### src/rtl/candy_pkg.sv
// Shared keypad definitions for the candy machine: key bit positions, output codes,
// decoder FSM encoding and the latched-pattern classifier.
package candy_pkg;

    localparam int KEY_W       = 6;
    localparam int KEY_COIN100 = 5;
    localparam int KEY_COIN50  = 4;
    localparam int KEY_CANDY   = 3;
    localparam int KEY_CANCEL  = 2;
    localparam int KEY_COIN10  = 1;
    localparam int KEY_UNUSED  = 0;

    localparam logic [1:0] COIN_NONE = 2'b00;
    localparam logic [1:0] COIN_10   = 2'b01;
    localparam logic [1:0] COIN_50   = 2'b10;
    localparam logic [1:0] COIN_100  = 2'b11;

    localparam logic [1:0] BTN_NONE   = 2'b00;
    localparam logic [1:0] BTN_CANDY  = 2'b01;
    localparam logic [1:0] BTN_CANCEL = 2'b10;

    typedef enum logic [1:0] {
        IDLE     = 2'd0,
        PRESS_DB = 2'd1,
        HELD     = 2'd2,
        REL_DB   = 2'd3
    } kd_state_e;

    typedef enum logic [1:0] {
        KEY_NONE = 2'd0,
        KEY_COIN = 2'd1,
        KEY_BTN  = 2'd2,
        KEY_ERR  = 2'd3
    } key_class_e;

    typedef struct packed {
        key_class_e cls;
        logic [1:0] code;
    } key_decode_t;

    // Anything that is not exactly one assigned key (multi-hot or bit 0) is an error.
    function automatic key_decode_t decode_key(input logic [KEY_W-1:0] k);
        key_decode_t d;
        d.cls  = KEY_ERR;
        d.code = 2'b00;
        if (k == '0) begin
            d.cls = KEY_NONE;
        end else if (k == (KEY_W'(1) << KEY_COIN100)) begin
            d.cls  = KEY_COIN;
            d.code = COIN_100;
        end else if (k == (KEY_W'(1) << KEY_COIN50)) begin
            d.cls  = KEY_COIN;
            d.code = COIN_50;
        end else if (k == (KEY_W'(1) << KEY_COIN10)) begin
            d.cls  = KEY_COIN;
            d.code = COIN_10;
        end else if (k == (KEY_W'(1) << KEY_CANDY)) begin
            d.cls  = KEY_BTN;
            d.code = BTN_CANDY;
        end else if (k == (KEY_W'(1) << KEY_CANCEL)) begin
            d.cls  = KEY_BTN;
            d.code = BTN_CANCEL;
        end
        return d;
    endfunction

endpackage

### src/rtl/key_sync.sv
// Two-flop synchronizer bringing the asynchronous keypad lines into the clk domain.
module key_sync #(
    parameter int WIDTH = 1
) (
    input  logic             clk,
    input  logic             reset,
    input  logic [WIDTH-1:0] d_i,
    output logic [WIDTH-1:0] q_o
);

    logic [WIDTH-1:0] s1_q;
    logic [WIDTH-1:0] s2_q;

    always_ff @(posedge clk) begin
        if (reset) begin
            s1_q <= '0;
            s2_q <= '0;
        end else begin
            s1_q <= d_i;
            s2_q <= s1_q;
        end
    end

    assign q_o = s2_q;

endmodule

### src/rtl/key_decoder.sv
// Keypad decoder: debounces press and release of the synchronized key lines and emits
// a single registered coin / button / error pulse per accepted press.
module key_decoder
    import candy_pkg::*;
#(
    parameter int DEBOUNCE_CYCLES = 1000
) (
    input  logic             clk,
    input  logic             reset,
    input  logic [KEY_W-1:0] key_in,
    output logic [1:0]       coin,
    output logic             coin_valid,
    output logic [1:0]       btn,
    output logic             btn_valid,
    output logic             key_err
);

    localparam int               CNT_W    = $clog2(DEBOUNCE_CYCLES + 1);
    localparam logic [CNT_W-1:0] CNT_LAST = CNT_W'(DEBOUNCE_CYCLES - 1);
    localparam logic [CNT_W-1:0] CNT_MAX  = {CNT_W{1'b1}};

    function automatic logic [CNT_W-1:0] sat_inc(input logic [CNT_W-1:0] c);
        return (c == CNT_MAX) ? c : c + 1'b1;
    endfunction

    logic [KEY_W-1:0] key_s;
    kd_state_e        state_q, state_d;
    logic [KEY_W-1:0] pat_q, pat_d;
    logic [CNT_W-1:0] cnt_q, cnt_d;
    logic [1:0]       coin_q, coin_d;
    logic             coin_vld_q, coin_vld_d;
    logic [1:0]       btn_q, btn_d;
    logic             btn_vld_q, btn_vld_d;
    logic             err_q, err_d;
    key_decode_t      dec;

    key_sync #(.WIDTH(KEY_W)) u_sync (
        .clk   (clk),
        .reset (reset),
        .d_i   (key_in),
        .q_o   (key_s)
    );

    always_ff @(posedge clk) begin
        if (reset) begin
            state_q    <= IDLE;
            pat_q      <= '0;
            cnt_q      <= '0;
            coin_q     <= COIN_NONE;
            coin_vld_q <= 1'b0;
            btn_q      <= BTN_NONE;
            btn_vld_q  <= 1'b0;
            err_q      <= 1'b0;
        end else begin
            state_q    <= state_d;
            pat_q      <= pat_d;
            cnt_q      <= cnt_d;
            coin_q     <= coin_d;
            coin_vld_q <= coin_vld_d;
            btn_q      <= btn_d;
            btn_vld_q  <= btn_vld_d;
            err_q      <= err_d;
        end
    end

    always_comb begin
        state_d    = state_q;
        pat_d      = pat_q;
        cnt_d      = cnt_q;
        coin_d     = COIN_NONE;
        coin_vld_d = 1'b0;
        btn_d      = BTN_NONE;
        btn_vld_d  = 1'b0;
        err_d      = 1'b0;
        dec        = decode_key(pat_q);

        case (state_q)
            IDLE: begin
                if (key_s != '0) begin
                    pat_d   = key_s;
                    cnt_d   = '0;
                    state_d = PRESS_DB;
                end
            end
            PRESS_DB: begin
                if (key_s == pat_q) begin
                    if (cnt_q >= CNT_LAST) begin
                        state_d = HELD;
                        // The single pulse for this press is decided here and nowhere else.
                        case (dec.cls)
                            KEY_COIN: begin
                                coin_vld_d = 1'b1;
                                coin_d     = dec.code;
                            end
                            KEY_BTN: begin
                                btn_vld_d = 1'b1;
                                btn_d     = dec.code;
                            end
                            default: err_d = 1'b1;
                        endcase
                    end else begin
                        cnt_d = sat_inc(cnt_q);
                    end
                end else if (key_s == '0) begin
                    cnt_d   = '0;
                    state_d = IDLE;
                end else begin
                    pat_d = key_s;
                    cnt_d = '0;
                end
            end
            HELD: begin
                if (key_s != pat_q) begin
                    cnt_d   = '0;
                    state_d = REL_DB;
                end
            end
            REL_DB: begin
                if (key_s == '0) begin
                    if (cnt_q >= CNT_LAST) begin
                        cnt_d   = '0;
                        state_d = IDLE;
                    end else begin
                        cnt_d = sat_inc(cnt_q);
                    end
                end else begin
                    cnt_d = '0;
                end
            end
            default: begin
                cnt_d   = '0;
                state_d = IDLE;
            end
        endcase
    end

    assign coin       = coin_q;
    assign coin_valid = coin_vld_q;
    assign btn        = btn_q;
    assign btn_valid  = btn_vld_q;
    assign key_err    = err_q;

endmodule
### config.mk
export PLATFORM = sky130hd
export DESIGN_NAME = key_decoder
export DESIGN_NICKNAME = d
export VERILOG_FILES = /design/src/rtl/candy_pkg.sv /design/src/rtl/key_sync.sv /design/src/rtl/key_decoder.sv
export SDC_FILE = /design/constraint.sdc
export NUM_CORES = 1
export LEC_CHECK = 0
export ABC_AREA = 1
export CORE_ASPECT_RATIO = 0.5
export CORE_MARGIN = 3
export CORE_UTILIZATION = 40
export CTS_BUF_LIST = sky130_fd_sc_hd__clkbuf_2
export CTS_CLUSTER_DIAMETER = 100
export DETAILED_ROUTE_END_ITERATION = 6
export PLACE_DENSITY_LB_ADDON = 0.05
export SYNTH_ARGS = -nofsm -noshare
export SYNTH_HDL_FRONTEND = slang
export SYNTH_SLANG_ARGS = --single-unit
### constraint.sdc
create_clock -name clk -period 3.8 [get_ports clk]
set_input_delay 0.38 -clock clk [delete_from_list [all_inputs] [get_ports clk]]
set_output_delay 0.38 -clock clk [all_outputs]
set_load 0.05 [all_outputs]
==> flow_summary.ini, run 1 <==
[clock_tree]
cts_resized = 0
postCtsSetupBuffers = 0
cts_buffer_depth = 2
cts_max_level = 2
cts_inserted_buffers = 5
postCtsHoldBufs = 0
cts_tree = built
cts-root-buf = clkbuf_2
clkSinkCount = 37
insertion_delay_ns = 0.38
cts.clk_slew.worst_paths_ns = 0.19

[detailed_routing]
top_layer = met4
wl_met3_um = 155
drt-initial-drc-count = 74
first_pass_iters = 4
vias = 1499
post_drt_wl_per_cell_um = 10.0
drc = 0
met1_length_mm = 1.73
via_per_inst = 4.47
drt_wl_total_mm = 3.35
antenna_left = 0
wl_met2_mm = 1.43

[grt]
grt_max_degree = 16
grt_overflow = 0
grt_pass1_wl_mm = 5.78
grt_pass1_vias = 1354
antenna_found_initial = 0
track_usage_pct = 14.0

[layout]
final_common_cell = inv_1
drive_gt1_share_pct = 9.61
layout_common_cells = inv_1, nand2_1, nor2_1, dfxtp_1, a21oi_1
antenna_cells = 0
fillerInstances = 415
area_delta_synth_final_pct = 13.4
final_nets = 291

[worst_setup_path]
r2r_setup_slack_ns = 1.93
startpoint_type = flop
cp_top_family = buffers and inverters
cp.arrival_ns = 1.53
cp-end-kind = output port
path_class = reg -> out
critPathMaxStageDelay_ns = 0.79
worst-path-max-fanout = 1
cp_slowest_cell = clkdlybuf4s50_1
cp.required_ns = 3.42
crit_buf_inv = 1
path_cells = clkdlybuf4s50_1

[sta]
finalCritPeriodShare_pct = 50.2
max-slew-margin-rel_pct = 67.0
max_freq_mhz = 525
hold_slack_ns = 0.411
fin_skew_ns = 0.0103
final_max_slew_viol_count = 0
fin_tns_setup_ns = 0
worstMarginPinSlew_ns = 0.493
finalHoldViolCount = 0
setup_viol = 0
rsz0062_at_grt = no
min_period_ns = 1.91

[synth]
syn_area_mm2 = 0.00179
ys_ff_latch = 37
synth_seq_area_share_pct = 41.5
yosys_warnings = 0
syn_nets = 272
syn_inst = 261
syn_area_per_cell_um2 = 6.85
yosysUniqueCellTypes = 29

[power]
power_frac_seq_pct = 55.2
p_comb_share_pct = 22.8
power_switching_share_pct = 33.2
clkPwrFrac_pct = 22.1
power.switching_uw = 255
ir_drop_v = 0.000151
intPower_uw = 513
power_density_mw_per_mm2 = 379
power.leakage_uw = 0.000939

[floorplanning]
dieWidth_um = 101
num_rows = 16
fp.dieH_um = 53.3
pin_count = 15
initial_core_util_pct = 43.8
core_area_mm2 = 0.00408
dieArea_mm2 = 0.00535

[placed_design]
gp_congestion = 0.764
hpwl_mm = 2.52
io_buffer_count = 14

[hold_path]
hp-class = reg -> reg

[run]
drv_cap = 0

[run_status]
outcome = completed
-- worst register-to-register path, cell delays in order, from the launching register on --
cell	delay, ns
dfxtp_1	0.41
ha_1	0.18
nand2_1	0.09
nor3_1	0.36
nand2_1	0.14
nor2_1	0.28
nor2_2	0.12
inv_1	0.09
nand2_1	0.05
nand2_1	0.06
nor2_1	0.03
-- worst paths after layout --
check / startpoint / end / cells after the start
setup / recovery: key_err / key_err / 1
hold / removal: u_sync.s1_q[3] / u_sync.q_o[3] / 2
setup reg to reg: cnt_q[0] / cnt_q[1] / 10
hold reg to reg: u_sync.s1_q[3] / u_sync.q_o[3] / 2
-- flip-flops by register name (all words and copies together), names as in the netlist, named ones only --
register	cells
pat_q	6
coin_valid	1
btn_valid	1
state_q	1
cnt_q	10
u_sync.q_o	6
key_err	1
btn	2
coin	2
u_sync.s1_q	6
-- per-layer routing --
layer	track usage, %	up-vias
li1	-	832
met4	4.70	0
met1	17.5	634
met3	4.34	5
met5	0	-
met2	23.2	28
-- power by group through the flow --
stage	Combinational, uW	Sequential (uW)	Clock [uW]
2_1_floorplan	141	428	0
3_3_place_gp	173	431	0
3_5_place_dp	176	431	0
4_1_cts	176	423	181
5_1_grt	203	427	195
6_report	175	424	170
-- cells in the mapped netlist (all sizes together) --
master,instances,area [um^2]
a21oi,16,91.3
and3,1,6.26
buf,2,8.75
clkbuf,1,3.75
dfxtp,37,741
ha,3,37.5
inv,59,226
nand2,55,238
nand3,10,55.1
nand4,3,18.8
nor2,46,193
nor3,7,35.0
nor3b,1,7.51
nor4,3,18.8
o211ai,1,12.5
o21ai,12,60.1
o21bai,1,7.51
xnor2,2,17.5
xor2,1,8.76
-- per-stage QoR --
| step | setup WS (ns) | power (uW) | instance area [um^2] | utilization [%] | instances |
|---|---|---|---|---|---|
| after floorplan | 2.21 | 569 | 1790 | - | 261 |
| after global placement | 1.94 | 604 | 1990 | 48.7 | 327 |
| after detailed placement | 1.95 | 607 | 1990 | 48.7 | 327 |
| after CTS | 1.86 | 781 | 2030 | 49.6 | 335 |
| after global routing | 1.74 | 825 | 2030 | 49.6 | 335 |
| final | 1.89 | 768 | 2030 | 49.6 | 335 |
-- cell families after synthesis --
family                   synth area share, %
XOR/XNOR                                1.47
buffers and inverters                   13.4
flip-flops                              41.5
AO/OA/AOI/OAI                           9.59
AND/OR/NAND/NOR                         32.0
adder cells (fa/ha/maj)                 2.10
-- cell type report --
class,instances,area (um^2),area share [%]
Clock inverter,3,12.5,0.617
Sequential cell,37,741,36.5
Tap cell,54,67.6,3.33
Inverter,59,226,11.2
Timing Repair Buffer,15,148,7.28
Clock buffer,5,25.0,1.23
Multi-Input combinational cell,162,807,39.8
Power figures use the tool's default switching activity.
==> inputs of run 2 (changes only) <==
Clock period 3.8 ns to 1.84 ns, I/O delays scaled along.
==> flow_summary.ini, run 2 (synthesized netlist as in run 1, its figures left out) <==
[run_status]
outcome = completed

[worst_setup_path]
startpoint_type = flop
worst-path-max-fanout = 1
cp_slowest_cell = clkdlybuf4s50_1
path_class = reg -> out
crit_buf_inv = 1
cp.required_ns = 1.66
cp_top_family = buffers and inverters
critPathMaxStageDelay_ns = 0.79
path_cells = clkdlybuf4s50_1
cp.arrival_ns = 1.53
cp-end-kind = output port

[clock_tree]
cts-root-buf = clkbuf_2
postCtsHoldBufs = 0
cts_tree = built
cts_max_level = 2
clkSinkCount = 37
cts_buffer_depth = 2
cts.clk_slew.worst_paths_ns = 0.20
insertion_delay_ns = 0.38
cts_inserted_buffers = 5

[layout]
utilization_pct = 52.0
largest_register_ffs = 10
final_common_cell = inv_1
layout_common_cells = inv_1, nand2_1, nor2_1, dfxtp_1, a21oi_1
multi_input_area_um2 = 862
regMostFlops = cnt_q
antenna_cells = 0
area_delta_synth_final_pct = 18.8
fillerInstances = 428
final_nets = 293
seq_area_um2 = 761
final_cell_area_mm2 = 0.00212
drive_gt1_share_pct = 17.0

[sta]
max-slew-margin-rel_pct = 67.1
worstMarginPinSlew_ns = 0.491
max_freq_mhz = 582
finalHoldViolCount = 0
fin_skew_ns = 0.0149
setup_viol = 0
min_period_ns = 1.72
hold_slack_ns = 0.276
final_max_slew_viol_count = 0
fin_tns_setup_ns = 0
finalCritPeriodShare_pct = 93.3
rsz0062_at_grt = yes

[power]
power_density_mw_per_mm2 = 780
ir_drop_v = 0.000252
power.leakage_uw = 0.000964

[hold_path]
hp-class = in -> reg

[grt]
grt_pass1_wl_mm = 6.06
antenna_found_initial = 0
track_usage_pct = 14.7
grt_max_degree = 14
grt_overflow = 0
grt_pass1_vias = 1411

[detailed_routing]
drc = 0
post_drt_wl_per_cell_um = 10.3
vias = 1553
via_per_inst = 4.61
drt_wl_total_mm = 3.48
first_pass_iters = 4
drt-initial-drc-count = 67
antenna_left = 0

[placed_design]
placed_area_mm2 = 0.00200
io_buffer_count = 14
hpwl_mm = 2.57
gp_congestion = 0.782

[floorplanning]
dieArea_mm2 = 0.00535
pin_count = 15
initial_core_util_pct = 43.8
core_area_mm2 = 0.00408
num_rows = 16
fp.dieH_um = 53.3
dieWidth_um = 101

[run]
drv_cap = 0
[run 2: cell type report]
type                    count  share of cell area, %
well taps                  54                   3.18
repair buffers             17                   7.67
inverters                  59                   10.7
flip-flops and latches     37                   35.8
clock inverters             3                  0.825
multi-input cells         162                   40.6
clock buffers               5                   1.18
[run 2: routing by layer]
| layer | track usage [%] | routed length, um | part of all wire, % | up-vias |
|---|---|---|---|---|
| met4 | 3.36 | 31 | 0.89 | 0 |
| met3 | 4.74 | 159 | 4.6 | 5 |
| met5 | 0 | 0 | 0 | - |
| met1 | 18.3 | 1750 | 50 | 690 |
| li1 | - | - | - | 835 |
| met2 | 25.0 | 1540 | 44 | 23 |
[run 2: power by group]
group	internal (uW)	switching, uW
registers	846	37.3
logic	154	249
clock network	88.7	281
[run 2: final timing paths]
| check | from | end | slack, ns | cells past startpoint |
|---|---|---|---|---|
| worst max-delay path | key_err | key_err | 0.12 | 1 |
| worst min-delay path | key_in[0] | u_sync.s1_q[0] | 0.28 | 3 |
| worst max register to register | pat_q[1] | cnt_q[3] | 0.16 | 12 |
| worst min register to register | u_sync.s1_q[2] | u_sync.q_o[2] | 0.39 | 2 |
[run 2: timing repair]
action / CTS / global route
endpoints found under the setup margin: 1 / 16
resized for setup: 4 / 21
setup buffers: 0 / 0
pin swaps: 0 / 3
cloned: 0 / 0
[run 2: stage by stage]
step	worst slack (ns)	power, uW	instances
floorplan	0.248	1180	261
global placement	-0.0854	1260	329
detailed placement	-0.00962	1260	329
CTS	0.00208	1660	337
global route	-0.0181	1790	337
finish	0.122	1660	337
